## config.mk

```make
export PLATFORM = sky130hd
export DESIGN_NAME = button_io_port
export DESIGN_NICKNAME = d
export VERILOG_FILES = /design/src/rtl/button_io_port.sv
export SDC_FILE = /design/constraint.sdc
export NUM_CORES = 1
export LEC_CHECK = 0
export CAP_MARGIN = 20
export CORE_AREA = 2 2 114 116
export CTS_CLUSTER_DIAMETER = 120
export CTS_CLUSTER_SIZE = 20
export DETAILED_ROUTE_END_ITERATION = 8
export DIE_AREA = 0 0 116 118
export GPL_ROUTABILITY_DRIVEN = 1
export GPL_TIMING_DRIVEN = 0
export PLACE_DENSITY_LB_ADDON = 0.25
export SLEW_MARGIN = 20
export SYNTH_ARGS = -nofsm -noshare
export SYNTH_HDL_FRONTEND = slang
export SYNTH_SLANG_ARGS = --single-unit
```

## constraint.sdc

```tcl
create_clock -name clock -period 3.6 [get_ports clock]
set_input_delay 0.54 -clock clock [delete_from_list [all_inputs] [get_ports clock]]
set_output_delay 0.54 -clock clock [all_outputs]
set_load 0.01 [all_outputs]
```

## src/rtl/button_io_port.sv

```systemverilog
// Memory-mapped push-button port: four buttons are synchronized and debounced.
// Each debounced rising level latches a sticky event bit and bumps a press counter.
// The processor reads LEVEL, EVENT and COUNT words at BASE_ADDR..BASE_ADDR+2.
module button_io_port #(
  parameter int unsigned DEBOUNCE_CYCLES = 400000,
  parameter logic [31:0] BASE_ADDR       = 32'd4098
) (
  input  logic        clock,
  input  logic        reset,
  input  logic        BTNU,
  input  logic        BTNL,
  input  logic        BTND,
  input  logic        BTNR,
  input  logic [31:0] address_dmem,
  input  logic        wren,
  input  logic [31:0] data,
  output logic        io_hit,
  output logic [31:0] q_io,
  output logic        btn_irq
);

  // Count value seen on the edge that completes the debounce window.
  localparam logic [19:0] DB_LAST = 20'(DEBOUNCE_CYCLES - 1);

  logic [3:0]  btn_raw;
  logic [3:0]  sync1_reg, sync2_reg;
  logic [3:0]  level_reg, level_next;
  logic [3:0]  rise;
  logic [3:0]  event_reg, event_next, event_clr;
  logic [15:0] count_reg, count_next;
  logic [2:0]  rise_cnt;
  logic        irq_reg;
  logic        sel_level, sel_event, sel_count;
  logic        unused_data;

  // Bit order shared by every register: [0]=U, [1]=L, [2]=D, [3]=R.
  assign btn_raw = {BTNR, BTND, BTNL, BTNU};

  // Two-flop synchronizer on the raw button levels.
  always_ff @(posedge clock or negedge reset) begin
    if (!reset) begin
      sync1_reg <= 4'b0;
      sync2_reg <= 4'b0;
    end else begin
      sync1_reg <= btn_raw;
      sync2_reg <= sync1_reg;
    end
  end

  genvar gi;
  generate
    for (gi = 0; gi < 4; gi++) begin : g_debounce
      logic [19:0] cnt_reg, cnt_next;
      logic        differ, done;

      // Count only while the synchronized input disagrees with the accepted level;
      // any agreement (including a bounce back) restarts the window from zero.
      assign differ         = sync2_reg[gi] ^ level_reg[gi];
      assign done           = differ & (cnt_reg == DB_LAST);
      assign cnt_next       = (differ && !done) ? cnt_reg + 20'd1 : 20'd0;
      assign level_next[gi] = level_reg[gi] ^ done;

      // Per-button debounce counter.
      always_ff @(posedge clock or negedge reset) begin
        if (!reset) begin
          cnt_reg <= 20'd0;
        end else begin
          cnt_reg <= cnt_next;
        end
      end
    end
  endgenerate

  // Address decode for the three-word window.
  assign sel_level = (address_dmem == BASE_ADDR);
  assign sel_event = (address_dmem == BASE_ADDR + 32'd1);
  assign sel_count = (address_dmem == BASE_ADDR + 32'd2);
  assign io_hit    = sel_level | sel_event | sel_count;

  // Only 0->1 transitions of the debounced level count as presses.
  assign rise     = level_next & ~level_reg;
  assign rise_cnt = {2'b0, rise[0]} + {2'b0, rise[1]} + {2'b0, rise[2]} + {2'b0, rise[3]};

  // A press on the same edge as a clear always survives: set is ORed after the clear.
  assign event_clr  = (wren && sel_event) ? data[3:0] : 4'b0;
  assign event_next = (event_reg & ~event_clr) | rise;

  // A store to COUNT restarts the count from whatever presses land on that edge.
  assign count_next = (wren && sel_count) ? {13'b0, rise_cnt}
                                          : count_reg + {13'b0, rise_cnt};

  // Accepted levels, sticky events, press counter and interrupt flag.
  always_ff @(posedge clock or negedge reset) begin
    if (!reset) begin
      level_reg <= 4'b0;
      event_reg <= 4'b0;
      count_reg <= 16'b0;
      irq_reg   <= 1'b0;
    end else begin
      level_reg <= level_next;
      event_reg <= event_next;
      count_reg <= count_next;
      irq_reg   <= |event_next;
    end
  end

  assign btn_irq = irq_reg;

  // Read mux; words outside the window read as zero.
  always_comb begin
    q_io = 32'b0;
    if (sel_level) begin
      q_io = {28'b0, level_reg};
    end else if (sel_event) begin
      q_io = {28'b0, event_reg};
    end else if (sel_count) begin
      q_io = {16'b0, count_reg};
    end
  end

  // Upper store-data bits have no destination in this block.
  assign unused_data = ^data[31:4];

endmodule

```

==> results.toml, run 1 <==
[critical_path]
cp_num_cells = 14
startpoint_type = "flop"
crit_slowest_cell = "or4_4"
cp_common_cell = "ha_4"
worstPathCellList = "or4_4, nor3_2, nand4_1, nor2_2, fa_1, ha_4, ha_4, inv_4, fa_2, nand2b_4, a21oi_4, and3_4, xnor2_2, nor2_1"
max_stage_delay_ps = 540
r2r_slack_ps = 30
crit_family = "simple AND/OR/NAND/NOR gates"
required_ps = 3910
r2r_cells = 14
arrival_ps = 3880
worst-setup-path-type = "flop to flop"
cp-end-kind = "flop"
cp_num_buf_inv = 1
cp_max_fo = 4

[sta]
skew_ps = 7.067
drv_slew = 0
setup_viol = 0
fmaxAchievable_mhz = 279.8
hold_slack_ps = 55.20
tns_ps = 0
maxSlewHeadroom = 0.6691
post-route-period-util = 0.9927
finalCriticalPeriod_ps = 3574
tightest_slew_ps = 492.5
final_hold_viol_count = 0
rsz0062_at_grt = "yes"

[layout]
nNetsFinal = 779
stdcell_count = 882
largest_reg_flops = 80
area_growth_pct = 31.11
postLayoutCoreUtil = 0.6142
layout-drive-gt1-share = 0.1535
fillers = 1028
antenna_cells = 0

[yosys]
ys.flop_type = "dfrtp_1"
netlist_top_cells_count = "114 x nor2_1, 113 x dfrtp_1, 49 x xor2_1, 42 x nand2_1, 41 x xnor2_1"
synth_mux_area_frac = 0.01205
postSynthAreaPerCell_um2 = 9.907
synthAdderAreaFrac = 0.02625
synth_top_family_by_area = "simple AND/OR/NAND/NOR gates"
yosys_warnings = 0
ys_types = 41
synth_simple_gate_area_share = 0.2874
synth_edf_count = 0
synth_xor_area_frac = 0.1355
synth_area_um2 = 5816
ys_ff_latch = 113
seq_area_frac_synth = 0.4862
synth_compound_area_frac = 0.01678
yosys.area.top_type = "dfrtp_1"
yosys.area.top_type_share = 0.4862
ys_top_cells_by_area = "dfrtp_1 49%, xor2_1 7.4%, nor2_1 7.4%"
synth_most_common_cell = "nor2_1"
syn_inst = 587
synthArstFlopShare = 1.000

[floorplan]
io_pins = 105
die_w_um = 116
die_y_um = 118
start_util = 0.4685
row_count = 41
core_area_um2 = 12410
die-area_um2 = 13690

[clocking]
root_buffer = "clkbuf_16"
cts_tree = "built"
cts_made_buffers = 17
clkSinkCount = 113
cts_hold_buf = 0
clock_path_buffers = 2
ctsHtreeMaxLevel = 4
clock_latency_ps = 420
clk_pin_slew_worst_paths_ps = 50

[power_and_ir_drop]
seqPwrFrac = 0.405
pwr-share-clk = 0.548
leakagePower_nw = 3.260
combinationalPowerShare = 0.047
irDropWorstVdd_uv = 309.3
power_switching_w = 0.0006832
switching_share = 0.2125
cell_internal_pwr_w = 0.002531
power_density_nw_per_um2 = 421.6

[routing]
wl_per_cell_um = 13.75
drt_wl_total_um = 12130
vias_per_cell = 5.001
firstDrtPassIters = 4
drt_iter0_drc = 180
ant_nets = 0
drc = 0
vias = 4411

[global_route]
grt_pass1_wl_um = 20650
grt_max_degree = 66
grt_pass1_vias = 4463
antenna_found_initial = 0
overflow = 0
grt.total_usage = 0.1917

[place]
place_congestion = 0.8478
port_buffers = 59
dp.final_hpwl_um = 8245
dp.cells = 834

[job]
drv_cap = 0

[run_status]
outcome = "finished, final reports clean"

[worst_hold_path]
hold_path_class = "primary input to async pin"
-- path summary, 6_finish.rpt --
path,startpoint,end
hold / removal,reset,g_debounce[1].cnt_reg[17]
max in group asynchronous,reset,count_reg[0]
min in group clock,sync1_reg[0],sync2_reg[0]
setup reg to reg,g_debounce[3].cnt_reg[19],count_reg[14]
setup / recovery,g_debounce[3].cnt_reg[19],count_reg[14]
hold reg to reg,sync1_reg[0],sync2_reg[0]
-- power by group through the flow --
stage                     sequential (W)  combinational, W  clock [W]
after floorplan                  0.00132         0.0000580          0
after global placement           0.00132          0.000143          0
after detailed placement         0.00132          0.000149          0
after CTS                        0.00130          0.000150    0.00179
after global routing             0.00130          0.000168    0.00186
final                            0.00130          0.000151    0.00176
-- cell usage in the layout, fill, tap and decap left out, drive strengths merged, types with 6 or more instances in the layout --
cell type / count
and2: 18
and3: 15
and4: 13
buf: 38
clkbuf: 23
clkdlybuf4s50: 57
clkinv: 7
conb: 16
dfrtp: 113
ha: 9
inv: 8
nand2: 44
nand2b: 6
nand3: 36
nand4: 22
nor2: 114
nor3: 18
nor4: 16
xnor2: 41
xor2: 49
-- cell families (layout without fill, tap and decap cells) --
kind of cell	Yosys count	after routing
adders and majority gates	11	11
muxes	6	6
buffers and inverters	33	141
and+or+nand+nor	317	317
DFF	113	113
xor gates and xnor gates	90	90
AOI/OAI and AO/OA	16	16
other	1	16
-- layout make-up --
cell class / instances / area (µm²) / area share
multi-input combinational: 456 / 2992 / 0.3924
sequential: 113 / 2828 / 0.3709
timing repair buffer: 76 / 754.5 / 0.09895
clock buffer: 18 / 439.2 / 0.05760
tap: 172 / 215.2 / 0.02822
clock inverter: 14 / 188.9 / 0.02478
buffer: 25 / 175.2 / 0.02297
inverter: 8 / 32.53 / 0.004266
-- through the flow --
step	total power [W]	setup slack (ps)	area [µm²]
2_1_floorplan	0.001377	38.19	5876
3_3_place_gp	0.001464	-2302	6681
3_5_place_dp	0.001471	-386.6	6710
4_1_cts	0.003244	2.225	7478
5_1_grt	0.003329	-119.2	7625
6_report	0.003214	26.18	7625
-- per-layer routing --
metal  share of wire  wire length (µm)  GRT usage
met1            0.44              5373     0.2378
met2            0.48              5800     0.3081
met3           0.056               674    0.05922
met4           0.023               282    0.08110
met5               0                 0          0
-- repair_timing --
action                     in CTS  in global routing
buffers inserted                8                  8
pin swaps                       9                 14
gates cloned                    0                  0
setup endpoints to repair      27                 26
gates resized for setup        16                 14
No activity file was read; power rests on OpenSTA's default activity.
==> inputs of run 2 (changes only) <==
- CTS_BUF_LIST: not set -> sky130_fd_sc_hd__clkbuf_4 sky130_fd_sc_hd__clkbuf_8 sky130_fd_sc_hd__clkbuf_16
- CTS_CLUSTER_SIZE: 20 -> 14
==> results of run 2 <==
The final DEF is identical to that of run 1; final timing and power are the same.
==> inputs of run 3 (changes only) <==
- MAX_ROUTING_LAYER: not set -> met4
==> run 3 against run 2 <==
Critical path depth stayed put. Sequential cell count stayed put. Via count fell by 0.25%. Non-clock buffer count unchanged. Setup slack barely moved. Highest routed layer unchanged. First-iteration DRC count up 18%. Register-to-register slack barely moved. Clock skew is 1.6 ps higher. Total power about the same. Sequential power barely moved. Utilization unchanged.
==> results.toml, run 3 (synthesized netlist as in run 1, its figures left out) <==
[run_status]
outcome = "finished, final reports clean"

[sta]
fmaxAchievable_mhz = 279.8
final_hold_viol_count = 0
drv_slew = 0
setup_viol = 0
skew_ps = 8.668
post-route-period-util = 0.9928
rsz0062_at_grt = "yes"
fin_ws_ps = 26.05
tns_ps = 0
maxSlewHeadroom = 0.6686
tightest_slew_ps = 493.4
finalCriticalPeriod_ps = 3574

[layout]
layout_commonest_cell = "dfrtp_1"
area_growth_pct = 31.11
layout-drive-gt1-share = 0.1535
fillers = 1028
nNetsFinal = 779
final_cell_mix = "113 x dfrtp_1, 111 x nor2_1, 57 x clkdlybuf4s50_1"
antenna_cells = 0
postLayoutCoreUtil = 0.6142
stdcell_count = 882
largest_reg_flops = 80

[power_and_ir_drop]
seqPwrFrac = 0.405
irDropWorstVdd_uv = 309.1
power.total_w = 0.003215
combinationalPowerShare = 0.047
power_density_nw_per_um2 = 421.7
cell_internal_pwr_w = 0.002531
switching_share = 0.2127
power_switching_w = 0.0006839
leakagePower_nw = 3.260
pwr-share-clk = 0.548

[clocking]
root_buffer = "clkbuf_16"
cts_made_buffers = 17
clk_pin_slew_worst_paths_ps = 50
clock_latency_ps = 420
ctsHtreeMaxLevel = 4
cts_hold_buf = 0
cts_tree = "built"
clock_path_buffers = 2
clkSinkCount = 113

[place]
place_ws_ps = -386.6
dp.final_hpwl_um = 8245
port_buffers = 59
place_congestion = 0.8611
dp.cells = 834

[critical_path]
cp_max_fo = 4
r2r_start = "g_debounce[3].cnt_reg[19]"
arrival_ps = 3880
cp-end-kind = "flop"
r2r_slack_ps = 30
required_ps = 3910
startpoint_type = "flop"
worst-setup-path-type = "flop to flop"
r2r_end = "count_reg[14]"
r2r_cells = 14

[routing]
vias = 4400
firstDrtPassIters = 4
drt_wl_total_um = 12110
drt_iter0_drc = 213
drc = 0
ant_nets = 0
wl_per_cell_um = 13.73
vias_per_cell = 4.989

[global_route]
grt_max_degree = 66
antenna_found_initial = 0
grt_pass1_wl_um = 20660
grt.total_usage = 0.1975
overflow = 0
grt_pass1_vias = 4470

[floorplan]
die_y_um = 118
row_count = 41
core_area_um2 = 12410
io_pins = 105
start_util = 0.4685
die_w_um = 116
die-area_um2 = 13690

[worst_hold_path]
hold_path_class = "primary input to async pin"

[job]
drv_cap = 0
[run 3: cell counts in the layout (fill, tap and decap cells not counted)]
Identical to the previous run, type by type.
[run 3: worst max-delay path, stage by stage, from the launching register on]
cell	delay, ps
dfrtp_1	390
or4_4	540
nor3_2	160
nand4_1	170
nor2_2	150
fa_1	460
ha_4	190
ha_4	270
inv_4	30
fa_2	350
nand2b_4	160
a21oi_4	200
and3_4	230
xnor2_2	110
nor2_1	50
[run 3: area by class of cell]
class,count,area (µm²),share of cell area
buffer,25,175.2,0.02297
clock buffer,18,439.2,0.05760
clock inverter,14,188.9,0.02478
inverter,8,32.53,0.004266
multi-input combinational,456,2992,0.3924
sequential,113,2828,0.3709
tap,172,215.2,0.02822
timing repair buffer,76,754.5,0.09895
[run 3: stage by stage]
stage / hold slack, ps / area [µm²]
5_1_grt: 82.64 / 7625
3_5_place_dp: 336.3 / 6710
3_3_place_gp: 332.6 / 6681
2_1_floorplan: 244.4 / 5876
6_report: 55.75 / 7625
4_1_cts: 65.49 / 7478
[run 3: power by group through the flow]
stage | Sequential (W) | Clock [W] | Combinational, W
floorplan | 0.00132 | 0 | 0.0000580
global placement | 0.00132 | 0 | 0.000143
detailed placement | 0.00132 | 0 | 0.000149
CTS | 0.00130 | 0.00179 | 0.000150
global route | 0.00130 | 0.00186 | 0.000168
finish | 0.00130 | 0.00176 | 0.000151
[run 3: repair_timing]
action	in CTS	in global routing
buffers inserted	8	8
cloned	0	0
pin swaps	9	14
endpoints found under the setup margin	27	26
resized for setup	16	14
[run 3: worst max path at each step]
stage,startpoint,to,slack [ps]
floorplan,g_debounce[3].cnt_reg[7],count_reg[14],40
global placement,reset,g_debounce[0].cnt_reg[16],-2300
detailed placement,g_debounce[3].cnt_reg[7],count_reg[14],-390
CTS,g_debounce[3].cnt_reg[7],count_reg[15],2
global route,g_debounce[3].cnt_reg[19],count_reg[14],-120
finish,g_debounce[3].cnt_reg[19],count_reg[14],30
[run 3: metal layers]
metal  part of all wire  up-vias  global-route usage
met1               0.45     2072              0.2419
li1                   -     2190                   -
met3              0.052       22             0.05613
met5                  0        -                   -
met2               0.48      116              0.3070
met4              0.023        0             0.08110
